`config.mk`:
```
export PLATFORM = sky130hd
export DESIGN_NAME = pipelined_divider_hs
export DESIGN_NICKNAME = d
export VERILOG_FILES = /design/src/rtl/pipelined_divider_hs.sv
export SDC_FILE = /design/constraint.sdc
export NUM_CORES = 1
export LEC_CHECK = 0
export ABC_AREA = 1
export CORE_MARGIN = 8
export CORE_UTILIZATION = 40
export CTS_BUF_LIST = sky130_fd_sc_hd__clkbuf_8 sky130_fd_sc_hd__clkbuf_16
export CTS_CLUSTER_DIAMETER = 200
export DETAILED_ROUTE_END_ITERATION = 8
export PLACE_DENSITY = 0.59
export SLEW_MARGIN = 0
export SYNTH_ARGS = -nofsm -noshare
export SYNTH_HDL_FRONTEND = slang
export SYNTH_SLANG_ARGS = --single-unit
```
`constraint.sdc`:
```
create_clock -name clock -period 26.5 [get_ports clock]
set_input_delay 5.3 -clock clock [delete_from_list [all_inputs] [get_ports clock]]
set_output_delay 5.3 -clock clock [all_outputs]
set_load 0.02 [all_outputs]
```
`src/rtl/pipelined_divider_hs.sv`:
```
// Pipelined restoring integer divider with valid/ready flow control, signed/unsigned mode,
// divide-by-zero / signed-overflow flags and a pass-through tag. One op issues per cycle.
module pipelined_divider_hs #(
    parameter int DIVIDENDLEN    = 16,
    parameter int DIVISORLEN     = 8,
    parameter int BITS_PER_STAGE = 1,
    parameter int TAGLEN         = 4
) (
    input  logic                   clock,
    input  logic                   reset,
    input  logic                   in_valid,
    output logic                   in_ready,
    input  logic                   in_signed,
    input  logic [DIVIDENDLEN-1:0] dividend,
    input  logic [DIVISORLEN-1:0]  divisor,
    input  logic [TAGLEN-1:0]      in_tag,
    output logic                   out_valid,
    input  logic                   out_ready,
    output logic [DIVIDENDLEN-1:0] quotient,
    output logic [DIVISORLEN-1:0]  remainder,
    output logic                   div_by_zero,
    output logic                   overflow,
    output logic [TAGLEN-1:0]      out_tag
);

    localparam int NSTAGE      = DIVIDENDLEN / BITS_PER_STAGE;
    localparam int DATAPATHLEN = DIVIDENDLEN + DIVISORLEN - 1;

    generate
        if (DIVIDENDLEN % BITS_PER_STAGE != 0) begin : g_bad_cfg
            $error("BITS_PER_STAGE must divide DIVIDENDLEN");
        end
    endgenerate

    // Operands travel as magnitudes; qneg/rneg carry the sign fix-up to the output register.
    typedef struct packed {
        logic                   valid;
        logic                   qneg;
        logic                   rneg;
        logic                   dbz;
        logic                   ovf;
        logic [TAGLEN-1:0]      tag;
        logic [DIVISORLEN-1:0]  dvs;
        logic [DATAPATHLEN-1:0] pr;
        logic [DIVIDENDLEN-1:0] q;
    } stage_t;

    typedef struct packed {
        logic [DIVIDENDLEN-1:0] q;
        logic [DIVISORLEN-1:0]  r;
        logic                   dbz;
        logic                   ovf;
        logic [TAGLEN-1:0]      tag;
    } result_t;

    // One group of BITS_PER_STAGE restoring iterations, quotient bits resolved MSB first.
    function automatic stage_t step(input stage_t s, input int group);
        stage_t               r;
        logic [DATAPATHLEN:0] dvs_ext;
        logic [DATAPATHLEN:0] trial;
        int                   k;
        r = s;
        for (int b = 0; b < BITS_PER_STAGE; b++) begin
            k       = DIVIDENDLEN - 1 - group * BITS_PER_STAGE - b;
            dvs_ext = '0;
            dvs_ext[DIVISORLEN-1:0] = r.dvs;
            trial   = {1'b0, r.pr} - (dvs_ext << k);
            if (!trial[DATAPATHLEN]) begin
                r.pr   = trial[DATAPATHLEN-1:0];
                r.q[k] = 1'b1;
            end
        end
        return r;
    endfunction

    // Last iteration group plus sign correction (truncate toward zero) and special cases.
    function automatic result_t retire(input stage_t s);
        stage_t  t;
        result_t o;
        t     = step(s, NSTAGE - 1);
        o.q   = t.qneg ? -t.q : t.q;
        // A zero divisor never subtracts, so pr still holds |dividend| and the sign fix restores
        // the raw low dividend bits in both modes.
        o.r   = t.rneg ? -t.pr[DIVISORLEN-1:0] : t.pr[DIVISORLEN-1:0];
        o.dbz = t.dbz;
        o.ovf = t.ovf;
        o.tag = t.tag;
        if (t.dbz) begin
            o.q = '1;
        end else if (t.ovf) begin
            o.q = '0;
            o.q[DIVIDENDLEN-1] = 1'b1;
            o.r = '0;
        end
        return o;
    endfunction

    logic                   adv;
    logic                   accept;
    logic [DIVIDENDLEN-1:0] dividend_abs;
    logic [DIVISORLEN-1:0]  divisor_abs;
    logic [DIVIDENDLEN-1:0] most_negative;
    stage_t                 load;
    stage_t                 pipe [NSTAGE];
    result_t                res;

    // Global stall: nothing moves unless the output register can hand its result over.
    assign adv      = !out_valid || out_ready;
    assign in_ready = adv;
    assign accept   = in_valid && adv;

    // NOTE: every variable gets a default at the top of always_comb so no path infers a latch.
    always_comb begin
        most_negative = '0;
        most_negative[DIVIDENDLEN-1] = 1'b1;
        dividend_abs  = (in_signed && dividend[DIVIDENDLEN-1]) ? -dividend : dividend;
        divisor_abs   = (in_signed && divisor[DIVISORLEN-1])   ? -divisor  : divisor;
        load       = '0;
        load.valid = 1'b1;
        load.qneg  = in_signed && (dividend[DIVIDENDLEN-1] ^ divisor[DIVISORLEN-1]);
        load.rneg  = in_signed && dividend[DIVIDENDLEN-1];
        load.dbz   = (divisor == '0);
        load.ovf   = in_signed && (dividend == most_negative) && (divisor == '1);
        load.tag   = in_tag;
        load.dvs   = divisor_abs;
        load.pr    = DATAPATHLEN'(dividend_abs);
    end

    always_comb res = retire(pipe[NSTAGE-1]);

    // NOTE: the stage registers are plain flops, not a RAM, so they are all cleared on reset;
    // bubbles are loaded as all-zero so the sideband never carries stale data.
    always_ff @(posedge clock) begin
        if (reset) begin
            pipe[0] <= '0;
        end else if (adv) begin
            // NOTE: state updates use non-blocking assignment so every stage samples the
            // pre-edge value of its predecessor.
            pipe[0] <= accept ? load : '0;
        end
    end

    generate
        for (genvar j = 1; j < NSTAGE; j++) begin : g_stage
            always_ff @(posedge clock) begin
                if (reset) begin
                    pipe[j] <= '0;
                end else if (adv) begin
                    pipe[j] <= pipe[j-1].valid ? step(pipe[j-1], j - 1) : '0;
                end
            end
        end
    endgenerate

    always_ff @(posedge clock) begin
        if (reset) begin
            out_valid   <= 1'b0;
            quotient    <= '0;
            remainder   <= '0;
            div_by_zero <= 1'b0;
            overflow    <= 1'b0;
            out_tag     <= '0;
        end else if (adv) begin
            if (pipe[NSTAGE-1].valid) begin
                out_valid   <= 1'b1;
                quotient    <= res.q;
                remainder   <= res.r;
                div_by_zero <= res.dbz;
                overflow    <= res.ovf;
                out_tag     <= res.tag;
            end else begin
                out_valid   <= 1'b0;
                quotient    <= '0;
                remainder   <= '0;
                div_by_zero <= 1'b0;
                overflow    <= 1'b0;
                out_tag     <= '0;
            end
        end
    end

endmodule

```
-- Word-level counts from Yosys, hierarchy flattened
Memories as Yosys holds them, arrays and structs flattened.
Cells that the tools add are included.
W data, S select, Z words.
- reductions and logical operators: 9
- divide/modulo/power cells: 0
- mux-type cells: 139
- add/subtract/negate cells: 20
- bitwise operators: 17
- shift operators: 0
- order comparisons: 0
- eq/ne operators: 2
- multiply operators: 0
- operators with widths (cell ; number):
    $mux W56 ; 32
    $mux W23 ; 42
    $mux W24 ; 4
    $mux W16 ; 4
    $mux W1 ; 51
    $mux W8 ; 5
    $neg A16 Y16 ; 2
    $sub A23 B10 Y24 ; 1
    $sub A23 B11 Y24 ; 1
    $sub A23 B12 Y24 ; 1
    $sub A23 B13 Y24 ; 1
    $sub A23 B14 Y24 ; 1
    $sub A23 B15 Y24 ; 1
    $sub A23 B16 Y24 ; 1
    $sub A23 B17 Y24 ; 1
    $sub A23 B18 Y24 ; 1
    $sub A23 B19 Y24 ; 1
    $sub A23 B20 Y24 ; 1
    $sub A23 B21 Y24 ; 1
    $sub A23 B22 Y24 ; 1
    $sub A23 B23 Y24 ; 1
    $sub A23 B8 Y24 ; 1
    $sub A23 B9 Y24 ; 1
    $eq A16 B16 Y1 const B ; 1
    other kinds (9) ; 30
- memories kept: 1
- flip-flop bits (word level): 31
- bits in writable memories: 896
- bits of input ports: 33
- bits in latches: 0
- logic and storage cells: 194
- memory bits (read-only): 0
- output and inout bits: 32
- memories (memory ; depth ; width ; rd ports ; clocked after memory_dff ; wr ports ; RTL line ; RTL):
    pipe ; 16 ; 56 ; 16 ; 0 ; 16 ; 104 ; stage_t pipe [NSTAGE];

-- Longest topological paths before layout
Gate-level depths: netlist of the first run.
An unclocked memory read counts as a cell.
- depth in word-level cells: 8
- gate-level depth with buffers: 22
- mapped depth without buffers: 21

-- Worst setup path before layout of the first run
OpenSTA, ideal clock, no wires.
- kind: input-to-reg
- from: in out_ready
- to: mem pipe[0][100] (netlist name), enable pin
- setup time: 1091 ps
- arrival: 20266 ps
- data required time: 25409 ps
- stages: 5
- setup slack: 5143 ps
- path through: nor2_1 > inv_1 > nor2_1 > clkbuf_1 > inv_1
- RTL lines (item ; RTL line ; RTL):
    start, declared ; 18 ; input logic out_ready,
    end, declared ; 104 ;

-- Worst setup path after layout of the first run
- from: in out_ready
- to: out in_ready
- word-level cells in the longest chain between the ends: 1
- RTL lines (item ; RTL line ; RTL):
    $logic_or A1 B1 Y1 ; 108 ; assign adv = !out_valid || out_ready;
    end, declared ; 12 ; output logic in_ready,
Every way passes these cells.

==> qor.csv, run 1 <==
metric;value;unit
p_clk_frac;0.454;
gr-max-usage-layer;met2;
endpoint_kind;output port;
met2_usage;0.2496;
dp_slack;14.09;ns
hold_violations;0;
share_comb_of_total_power;0.013;
cap_violations;0;
cts.repair.resized;0;
wl;70.58;mm
cp_max_fo;13;
syn-cell-area;39160;um^2
seq_power_share;0.532;
maxSlewViolCount;0;
ant_nets;0;
worst-setup-path-type;in -> out;
syn2layout_area_growth;12.03;%
leakage;0.01755;uW
async_flop_share;0;
tightestPinTransition;1.076;ns
dieArea;108200;um^2
synth_edf_count;753;
synth-main-ff-cell;edfxtp_1;
critPathRequiredTime;21.20;ns
clockBufferDepth;3;
crit_slowest_cell;nor2_1;
dieWidth;328.9;um
ctsHoldBuffers;0;
skew;0.02702;ns
num_io_pins;65;
cts_tree;yes;
crit_chain;clkdlybuf4s50_1 > nor2_1 > inv_1 > clkdlybuf4s50_1;
clk_transition_reported_paths;0.06;ns
fmax;80.55;MHz
worst-path-buf-inv;3;
final_cell_area;43870;um^2
wl_per_cell;12.97;um
setup_viol;0;
antenna_found_initial;0;
diodes;0;
post-route-drc-count;0;
intPower;2017;uW
cp-start-kind;primary input;
p_switching;506.5;uW
gp_congestion;0.8380;
fin_crit;12.41;ns
initial_core_util;0.4043;
gr-usage-met1;0.1418;
ys_warn_count;0;
viasPerCell;4.703;
grt_overflow;0;
firstDrtPassIters;7;
p_per_area;57.53;nW/um^2
switching_share;0.2007;
num_vias;25586;
rsz0062_at_grt;no;
avgSynthCellArea;9.743;um^2
htreeDepth;3;
final_net_count;4273;
syn-instance-count;4019;
initialDrtViolationCount;1313;
path_common_cell;clkdlybuf4s50_1;
hpwlAfterDp;48.92;mm
ys_seq_elements;784;
cts-root-buf;clkbuf_16;
cp.arrival;7.11;ns
postCtsSetupBuffers;0;
drive_gt1_frac;0.05427;
grt_use_total;0.1292;
ys_types;61;
rows;114;
cts_sinks;784;
fin_crit_sh;0.4685;
irDropWorstVdd;45.04;uV
hold_slack;0.4545;ns
grt_max_degree;204;
slowest_delay;0.65;ns
tns;0;ns
layout_common_cells;inv_1 (799), nor2_1 (790), edfxtp_1 (753);
port-buffer-count;64;
cts_buffers;83;
status;completed;
worstSkewPairLatency;0.65;ns
met3_usage;0.02049;
max_slew_margin;0.2827;
crit_family;buffers and inverters;
grt_pass1_wl;118.1;mm
place_area;41140;um^2
die_y;328.9;um
first_global_vias;25232;
seq_area_frac_synth;0.5933;
hold_path_class;reg -> reg;
core_area;96850;um^2
setup_ws;14.09;ns
mostFrequentLayoutCell;inv_1;
power groups by stage:
stage	Combinational [uW]	Sequential (uW)	Clock, uW
global placement	33.5	1370	0
CTS	34.2	1340	1180
finish	34.0	1340	1150
global route	38.4	1340	1230
detailed placement	33.9	1370	0
floorplan	22.2	1370	0
cell families (layout without fill, tap and decap cells):
family | Yosys count | count (layout) | synth area share
AND/OR/NAND/NOR | 1516 | 1516 | 0.1617
buffers and inverters | 892 | 1035 | 0.08835
flip-flops | 784 | 784 | 0.5933
AO/OA/AOI/OAI | 546 | 546 | 0.07749
adder cells (fa/ha/maj) | 142 | 142 | 0.04825
XOR/XNOR | 138 | 138 | 0.03087
other | 1 | 3 | 0.00009577
worst min-delay path: cells and delay by family, from the launching register on:
| family | cells | cell delay [ns] |
|---|---|---|
| DFF | 1 | 0.31 |
| and+or+nand+nor | 2 | 0.10 |
flip-flops by register name (all words and copies together) (netlist names):
| signal | cells |
|---|---|
| div_by_zero | 1 |
| out_tag | 4 |
| out_valid | 1 |
| overflow | 1 |
| pipe | 753 |
| quotient | 16 |
| remainder | 8 |
area by class of cell:
type / instances / area (um^2)
clock buffers: 89 / 2160
fillers: 9050 / 52980
multi-input cells: 2345 / 12470
clock inverters: 62 / 569.3
repair buffers: 89 / 840.8
well taps: 1276 / 1597
inverters: 795 / 2997
flip-flops and latches: 784 / 23230
synthesized netlist by cell type, types with 24 or more instances:
library cell  number  area [um^2]
nor2_1           790         2965
inv_1            785         2947
edfxtp_1         753        22610
nand2_1          445         1670
a21oi_1          248         1241
o21ai_0          170        850.8
ha_1             127         1589
nand3_1           93        465.5
xor2_1            77        674.4
xnor2_1           61        534.3
nor3_1            57        285.3
clkbuf_1          56        210.2
nand4_1           36        225.2
dfxtp_1           31        620.6
buf_2             24        120.1
routing by layer:
metal | up-vias | share of wire
li1 | 13285 | -
met1 | 11863 | 0.41
met2 | 292 | 0.53
met3 | 146 | 0.027
met4 | 0 | 0.029
met5 | - | 0
through the flow:
stage            util  power [uW]  std cells
3_3_place_gp   0.4248        1403       5289
4_1_cts        0.4529        2559       5440
2_1_floorplan       -        1391       4021
5_1_grt        0.4529        2608       5440
6_report       0.4529        2524       5440
3_5_place_dp   0.4248        1403       5289
final timing paths:
| kind | from | to | slack, ns | depth (start not counted) |
|---|---|---|---|---|
| hold / removal | remainder[4] | remainder[4] | 0.45 | 2 |
| hold reg to reg | remainder[4] | remainder[4] | 0.45 | 2 |
| setup / recovery | out_ready | in_ready | 14.09 | 4 |
| setup reg to reg | out_valid | pipe[0][426] | 21.40 | 9 |
Power figures use the tool's default switching activity.
==> inputs of run 2 (changes only) <==
clock period = 12.2 ns   (was 26.5 ns; I/O delays follow)
==> qor.csv, run 2 (synthesized netlist as in run 1, its figures left out) <==
metric;value;unit
hp-start;remainder[6];
crit_family;buffers and inverters;
max_slew_margin;0.1636;
grt_use_total;0.1300;
hold_depth;2;
worst-path-buf-inv;3;
p_per_area;123.8;nW/um^2
status;completed;
antenna_found_initial;0;
gp_congestion;0.8121;
postCtsSetupBuffers;0;
clk_transition_reported_paths;0.06;ns
hpwlAfterDp;49.12;mm
post-route-drc-count;0;
wl;70.95;mm
largest_reg_flops;753;
cp.arrival;3.81;ns
drive_gt1_frac;0.05433;
num_io_pins;65;
cts_buffers;83;
path_common_cell;clkdlybuf4s50_1;
critPathRequiredTime;9.76;ns
fmax;160.1;MHz
slowest_delay;0.55;ns
ant_nets;0;
cts_tree;yes;
cts_sinks;784;
multi_input_area;12490;um^2
port-buffer-count;64;
grt_max_degree;204;
ctsHoldBuffers;0;
cp-endpoint;in_ready;
wl_per_cell;13.05;um
core_area;96850;um^2
dieWidth;328.9;um
setup_viol;0;
crit_slowest_cell;clkdlybuf4s50_1;
grt_pass1_wl;118.8;mm
initial_core_util;0.4043;
final_net_count;4270;
initialDrtViolationCount;1513;
die_y;328.9;um
irDropWorstVdd;118.0;uV
reg_top3;pipe: 753 flops, quotient: 16 flops, remainder: 8 flops;
cts.repair.resized;0;
fin_cells;5436;
r2r_slack;8.32;ns
hold_slack;0.4548;ns
fill_cells;9113;
first_global_vias;25081;
skew;0.02139;ns
grt_overflow;0;
reg2reg_to;pipe[0][188];
rows;114;
worstSkewPairLatency;0.64;ns
fin_crit;6.246;ns
mostFrequentLayoutCell;inv_1;
clockBufferDepth;3;
crit_cells;4;
diodes;0;
viasPerCell;4.674;
cap_violations;0;
r2r_cells;7;
worst-setup-path-type;in -> out;
dp_cells;5286;
crit_chain;clkdlybuf4s50_1 > nor2_4 > inv_4 > clkdlybuf4s50_1;
fin_crit_sh;0.5119;
firstDrtPassIters;5;
endpoint_kind;output port;
regArea;23230;um^2
cts-root-buf;clkbuf_16;
htreeDepth;3;
syn2layout_area_growth;11.82;%
dieArea;108200;um^2
hold_violations;0;
hold_path_class;reg -> reg;
cp_max_fo;13;
crit_path_start;out_ready;
top_register;pipe;
layout_common_cells;inv_1 (802), nor2_1 (788), edfxtp_1 (753);
cp-start-kind;primary input;
tightestPinTransition;1.255;ns
num_vias;25409;
maxSlewViolCount;0;
leakage;0.01752;uW
worstReg2RegStart;out_valid;
rsz0062_at_grt;no;
## run 2: cell types whose count changed in the layout (fill, tap and decap cells not counted), moves of 2 or more
cell,previous run,this run
inv_1,799,802
clkinv_2,10,15
clkbuf_8,6,0
clkinv_1,23,18
buf_4,24,19
nor2_1,790,788
inv_6,0,3
clkinv_16,2,0
nor2_4,2,4
buf_12,1,3
inv_16,4,0
clkbuf_16,83,85
## run 2: worst register-to-register path, cell delays in order, from the launching register on
cell	delay, ns
dfxtp_1	0.33
inv_1	0.07
nor2_4	0.30
inv_4	0.07
nor2_4	0.42
clkinvlp_4	0.70
buf_4	0.64
buf_12	0.45
## run 2: routing by layer
metal,up-vias,GRT usage,part of all wire
li1,13282,-,-
met1,11741,0.1491,0.42
met2,254,0.2450,0.52
met3,132,0.02193,0.025
met4,0,0.04114,0.028
met5,-,0,0
## run 2: final cells by class
| type | instances | area share |
|---|---|---|
| flip-flops and latches | 784 | 0.5306 |
| multi-input cells | 2345 | 0.2852 |
| inverters | 795 | 0.06841 |
| clock buffers | 85 | 0.04858 |
| well taps | 1276 | 0.03646 |
| repair buffers | 86 | 0.01926 |
| clock inverters | 65 | 0.01149 |
## run 2: per-stage QoR
| stage | instance area [um^2] | util | TNS, ns | power (uW) | worst slack, ns |
|---|---|---|---|---|---|
| floorplan | 39200 | - | -1840.90 | 3021 | -2.445 |
| global placement | 41160 | 0.4249 | 0 | 3048 | 5.816 |
| detailed placement | 41160 | 0.4249 | 0 | 3048 | 5.731 |
| CTS | 43790 | 0.4521 | 0 | 5494 | 5.945 |
| global route | 43790 | 0.4521 | 0 | 5599 | 5.896 |
| finish | 43790 | 0.4521 | 0 | 5423 | 5.954 |
## run 2: report_power, final
part           total [uW]  internal (uW)  switching (uW)
logic                73.6           27.9            45.6
registers            2920           2910            3.54
clock network        2430           1410            1020
total                5420           4350            1070
## run 2: worst min-delay path by stage
stage	end	slack [ns]
3_5_place_dp	div_by_zero	0.45
5_1_grt	remainder[4]	0.47
6_report	remainder[6]	0.45
3_3_place_gp	remainder[5]	0.44
2_1_floorplan	out_tag[3]	0.44
4_1_cts	div_by_zero	0.46
